## src/rtl/ifu_pkg.sv

```systemverilog
// ifu_pkg: shared fetch-unit types and constants.
package ifu_pkg;
    typedef enum logic [1:0] {RESET_WAIT, RUN, DRAIN} ifu_state_e;
    localparam int IFU_FIFO_DEPTH = 2;
    localparam logic [31:0] NOP = 32'h0000_0013;
endpackage

```

## src/rtl/ifu_fifo.sv

```systemverilog
// ifu_fifo: 2-entry instruction FIFO with push/pop/flush and occupancy count.
module ifu_fifo import ifu_pkg::*; #(
    parameter int W = 64
) (
    input  logic         clk,
    input  logic         rst,
    input  logic         push,
    input  logic         pop,
    input  logic         flush,
    input  logic [W-1:0] din,
    output logic [W-1:0] dout,
    output logic [1:0]   count,
    output logic         empty
);
    logic [W-1:0] mem [IFU_FIFO_DEPTH];
    logic rd, wr, do_push, do_pop;
    assign empty = count == 2'd0;
    assign do_pop = pop && !empty;
    // a full FIFO still accepts a push when the head leaves in the same cycle
    assign do_push = push && (count != 2'(IFU_FIFO_DEPTH) || do_pop);
    assign dout = mem[rd];
    always_ff @(posedge clk) begin
        if (rst || flush) begin
            rd <= 1'b0;
            wr <= 1'b0;
            count <= 2'd0;
        end else begin
            if (do_push) mem[wr] <= din;
            rd <= rd ^ do_pop;
            wr <= wr ^ do_push;
            count <= count + 2'(do_push) - 2'(do_pop);
        end
    end
endmodule

```

## src/rtl/ifu.sv

```systemverilog
// ifu: instruction fetch unit with credit-limited requests, redirect/drain and 2-entry FIFO.
// Define IFU_RSP_BYPASS_EN to forward a response straight to decode when the FIFO is empty.
module ifu import ifu_pkg::*; #(
    parameter logic [31:0] RESET_VECTOR = 32'h0000_0000
) (
    input  logic        clk,
    input  logic        rst,
    output logic        ifu_o_mem_req_valid,
    input  logic        ifu_i_mem_req_ready,
    output logic [31:0] ifu_o_mem_addr,
    input  logic        ifu_i_mem_rsp_valid,
    input  logic [31:0] ifu_i_mem_rsp_data,
    output logic        ifu_o_inst_valid,
    input  logic        ifu_i_inst_ready,
    output logic [31:0] ifu_o_inst,
    output logic [31:0] ifu_o_pc,
    input  logic        ifu_i_redirect_valid,
    input  logic [31:0] ifu_i_redirect_pc,
    output logic        ifu_o_misaligned
);
    ifu_state_e state, state_next;
    logic [31:0] pc;
    logic [31:0] pcq [2];
    logic [1:0] outstanding, kill_cnt, kill_next, out_next, fifo_count;
    logic [63:0] head;
    logic redir, issue, rsp_live, rsp_kill, byp, push, pop, fifo_empty, misaligned_q;

    assign ifu_o_mem_req_valid = state == RUN && (3'(outstanding) + 3'(fifo_count)) < 3'd2;
    assign ifu_o_mem_addr = pc;
    assign ifu_o_misaligned = misaligned_q;
    assign redir = ifu_i_redirect_valid && state != RESET_WAIT;
    assign issue = ifu_o_mem_req_valid && ifu_i_mem_req_ready;
    // while kill_cnt is nonzero every response belongs to a killed request
    assign rsp_live = ifu_i_mem_rsp_valid && kill_cnt == 2'd0;
    assign rsp_kill = ifu_i_mem_rsp_valid && kill_cnt != 2'd0;
`ifdef IFU_RSP_BYPASS_EN
    assign byp = rsp_live && fifo_empty && state == RUN;
`else
    assign byp = 1'b0;
`endif
    assign ifu_o_inst_valid = !fifo_empty || byp;
    assign ifu_o_inst = !fifo_empty ? head[31:0] : byp ? ifu_i_mem_rsp_data : NOP;
    assign ifu_o_pc = !fifo_empty ? head[63:32] : byp ? pcq[0] : 32'h0;
    assign push = rsp_live && !redir && !(byp && ifu_i_inst_ready);
    assign pop = !fifo_empty && ifu_i_inst_ready && !redir;

    ifu_fifo #(.W(64)) u_fifo (
        .clk(clk),
        .rst(rst),
        .push(push),
        .pop(pop),
        .flush(redir),
        .din({pcq[0], ifu_i_mem_rsp_data}),
        .dout(head),
        .count(fifo_count),
        .empty(fifo_empty)
    );

    // a redirect turns everything still in flight (including this cycle's issue) into kills
    always_comb begin
        kill_next = redir ? 2'(outstanding + kill_cnt + 2'(issue) - 2'(ifu_i_mem_rsp_valid))
                          : kill_cnt - 2'(rsp_kill);
        out_next = redir ? 2'd0 : outstanding + 2'(issue) - 2'(rsp_live);
        state_next = state == RESET_WAIT ? RUN : kill_next != 2'd0 ? DRAIN : RUN;
    end

    always_ff @(posedge clk) begin
        state <= rst ? RESET_WAIT : state_next;
    end

    always_ff @(posedge clk) begin
        if (rst) begin
            pc <= RESET_VECTOR;
            outstanding <= 2'd0;
            kill_cnt <= 2'd0;
            misaligned_q <= 1'b0;
        end else begin
            pc <= redir ? {ifu_i_redirect_pc[31:2], 2'b00} : issue ? pc + 32'd4 : pc;
            outstanding <= out_next;
            kill_cnt <= kill_next;
            misaligned_q <= redir && ifu_i_redirect_pc[1:0] != 2'b00;
        end
    end

    // in-order PC tags of live requests; the write slot accounts for a same-cycle return
    always_ff @(posedge clk) begin
        if (rsp_live) pcq[0] <= pcq[1];
        if (issue) pcq[1'(outstanding - 2'(rsp_live))] <= pc;
    end
endmodule
```

## config.mk

```make
export PLATFORM = sky130hd
export DESIGN_NAME = ifu
export DESIGN_NICKNAME = d
export VERILOG_FILES = /design/src/rtl/ifu_pkg.sv /design/src/rtl/ifu_fifo.sv /design/src/rtl/ifu.sv
export SDC_FILE = /design/constraint.sdc
export NUM_CORES = 1
export LEC_CHECK = 0
export CAP_MARGIN = 5
export CORE_ASPECT_RATIO = 1.25
export CORE_MARGIN = 1.5
export CORE_UTILIZATION = 49
export CTS_BUF_LIST = sky130_fd_sc_hd__clkbuf_8
export DETAILED_ROUTE_END_ITERATION = 10
export PLACE_DENSITY = 0.78
export SLEW_MARGIN = 20
export SYNTH_ARGS = -nofsm -noshare
export SYNTH_HDL_FRONTEND = slang
export SYNTH_SLANG_ARGS = --single-unit
```

## constraint.sdc

```tcl
create_clock -name clk -period 8 [get_ports clk]
set_input_delay 0.8 -clock clk [delete_from_list [all_inputs] [get_ports clk]]
set_output_delay 0.8 -clock clk [all_outputs]
set_load 0.02 [all_outputs]
```

==> impl_metrics.py <==
metrics = {
    "synthesis": {
        "ys_types": 54,
        "syn_inst": 679,
        "yosys.area.top_type": "edfxtp_1",
        "synth_edf_count": 184,
        "avgSynthCellArea_um2": 13.8,
        "ys_seq_area_share_pct": 67.6,
        "ys_ff_latch": 225,
        "yosysTopAreaCellShare_pct": 58.9,
        "synth_area_um2": 9380,
        "ys_top_cells_by_area": "edfxtp_1 59%, dfxtp_1 8.7%, mux2i_1 6.7%",
        "ys_async_sr_fraction_pct": 0,
        "synth_warnings": 0,
        "synth_flop_cell": "edfxtp_1",
    },
    "power": {
        "pwr_density_cell_nw_per_um2": 340,
        "p_leak_nw": 4.00,
        "finalPower_mw": 4.06,
        "p_int_mw": 2.67,
        "peakVddDrop_uv": 191,
        "p_sw_mw": 1.38,
        "power_frac_clock_pct": 22.1,
        "combPwrFrac_pct": 33.7,
        "power_frac_seq_pct": 44.1,
        "netSwitchingFraction_pct": 34.1,
    },
    "timing": {
        "fmax_ghz": 0.285,
        "whs_ps": 446,
        "period_share_pct": 43.9,
        "finalCriticalPeriod_ps": 3510,
        "fin_tns_setup_ps": 0,
        "rsz0062_at_grt": "false",
        "worst_pin_slew_ps": 1000,
        "slew_headroom_pct": 33.3,
        "setup_viol": 0,
        "slew_viol_final": 0,
        "finalHoldViolCount": 0,
        "finClkSkew_ps": 24.8,
    },
    "placement": {
        "postPlaceCellArea_um2": 11300,
        "gp_congestion": 0.896,
        "portBuffers": 164,
        "dp.cells": 1053,
        "hpwl_um": 12600,
    },
    "min_path": {
        "hold_class": "flop to flop",
    },
    "die": {
        "die_h_um": 158,
        "die_x_um": 127,
        "start_util_pct": 50.0,
        "fp-row-count": 56,
        "core_um2": 18800,
        "dieArea_um2": 20000,
        "ios": 169,
    },
    "finish": {
        "fin_nets": 936,
        "synthToLayoutAreaGrowth_pct": 27.1,
        "finalNonFillerCells": 1114,
        "layout-drive-gt1-share_pct": 12.7,
        "design_area_um2": 11900,
        "n_antenna_cell": 0,
        "layout_commonest_cell": "edfxtp_1",
        "layout_common_cells": "184 x edfxtp_1, 164 x clkdlybuf4s50_1, 95 x nor2_1, 63 x mux2i_1, 41 x clkbuf_8",
    },
    "critical_path": {
        "cp-start-kind": "flop",
        "cpMaxStageDelayCell": "buf_4",
        "worstPathArrival_ps": 2710,
        "cp_cell_sequence": "buf_4 > mux2i_1 > nor2_1 > clkdlybuf4s50_1",
        "path_class": "flop to output pin",
        "cp_slowest_stage_delay_ps": 770,
        "end_kind": "output pin",
        "required_ps": 7200,
        "critical_path.max_fanout": 58,
    },
    "clocking": {
        "cts_tree": "done",
        "post_cts_buffers": 0,
        "cts_sinks": 225,
        "cts_hold_buf": 0,
        "cts-buffers-inserted": 34,
        "clk_latency_ps": 520,
        "cts.clk_slew.worst_paths_ps": 70,
        "clk_path_buf_depth": 3,
        "cts_resized": 0,
        "cts_max_level": 2,
        "root_buffer": "clkbuf_8",
    },
    "routing": {
        "drc": 0,
        "first_pass_iters": 5,
        "vias_per_cell": 5.45,
        "num_vias": 6070,
        "wirelength_um": 19800,
        "wl_per_cell_um": 17.8,
        "ant_nets": 0,
        "first_iter_violations": 411,
    },
    "global_route": {
        "grt_max_degree": 63,
        "antenna_found_initial": 0,
        "grt_pass1_wl_um": 30800,
        "grtUsageTotal_pct": 19.7,
        "grt_pass1_vias": 5942,
        "grt.overflow.total": 0,
    },
    "job": {
        "maxCapViolCount": 0,
    },
    "run_status": {
        "status": "finished, final reports clean",
    },
}
## final cells by class
| cell class | count | area [um2] |
|---|---|---|
| fillers | 1399 | 6860 |
| clock buffers | 41 | 564 |
| repair buffers | 175 | 1720 |
| inverters | 9 | 33.8 |
| multi-input cells | 412 | 2870 |
| clock inverters | 20 | 92.6 |
| well taps | 232 | 290 |
| flip-flops and latches | 225 | 6350 |
## stage by stage
| step | utilization (%) | setup slack, ps |
|---|---|---|
| after global placement | 60.0 | 4600 |
| final | 63.5 | 4490 |
| after global routing | 63.5 | 4280 |
| after detailed placement | 60.0 | 4490 |
| after floorplan | - | 440 |
| after CTS | 63.5 | 4400 |
## flip-flops by register name, summed over array words and instances (netlist names)
register          flops
ifu_o_mem_addr       30
ifu_o_misaligned      1
kill_cnt              2
outstanding           2
pcq                  60
state                 2
u_fifo.count          2
u_fifo.mem          124
u_fifo.rd             1
u_fifo.wr             1
## power by group through the flow
stage	combinational, mW	sequential [mW]	clock [mW]
4_1_cts	1.39	1.79	0.917
3_3_place_gp	1.35	1.80	0
6_report	1.37	1.79	0.897
3_5_place_dp	1.38	1.81	0
2_1_floorplan	0.794	1.81	0
5_1_grt	1.48	1.82	0.967
## cell families (layout without fill, tap and decap cells)
logic type	Yosys count	count (layout)	share of synthesized area (%)
XOR/XNOR	15	15	1.56
AND/OR/NAND/NOR	230	230	12.5
other	1	4	0.0400
multiplexers	93	93	10.3
adder cells (fa/ha/maj)	9	9	1.36
AO/OA/AOI/OAI	61	61	4.44
buffers and inverters	45	245	2.16
flip-flops	225	225	67.6
## Yosys cell counts (all sizes together) (2+ instances only)
master	number
edfxtp	184
nor2	97
mux2i	63
dfxtp	41
nand2	36
mux2	30
nand3	25
buf	19
clkbuf	17
a31oi	14
nand4	13
a22oi	11
a211oi	10
and3	10
a21oi	9
inv	9
nor3	9
nor4	9
or3	9
and2	8
xor2	8
ha	7
o211ai	7
xnor2	6
nor2b	3
nor3b	3
o21ai	3
or4	3
a311oi	2
fa	2
## layer usage
layer	vias up	wire length [um]	track usage (%)
met5	-	0	0
met4	0	489	7.95
met1	2926	7910	23.6
met3	39	1050	3.45
li1	2907	-	-
met2	198	10400	35.4
## path summary, 6_finish.rpt
check                       start                 to  slack, ps  cells after the start
setup / recovery        u_fifo.rd        ifu_o_pc[9]       4490                      4
hold / removal         pcq[0][27]  u_fifo.mem[1][59]        450                      0
setup reg to reg  u_fifo.count[0]           state[1]       4700                     11
hold reg to reg        pcq[0][27]  u_fifo.mem[1][59]        450                      0
## worst max-delay path, delay by kind of cell (launching register included)
kind,cells,cell delay (ps)
buf+inv,2,1380
flops,1,400
mux,1,230
simple gates,1,130
No activity file was read; power rests on OpenSTA's default activity.
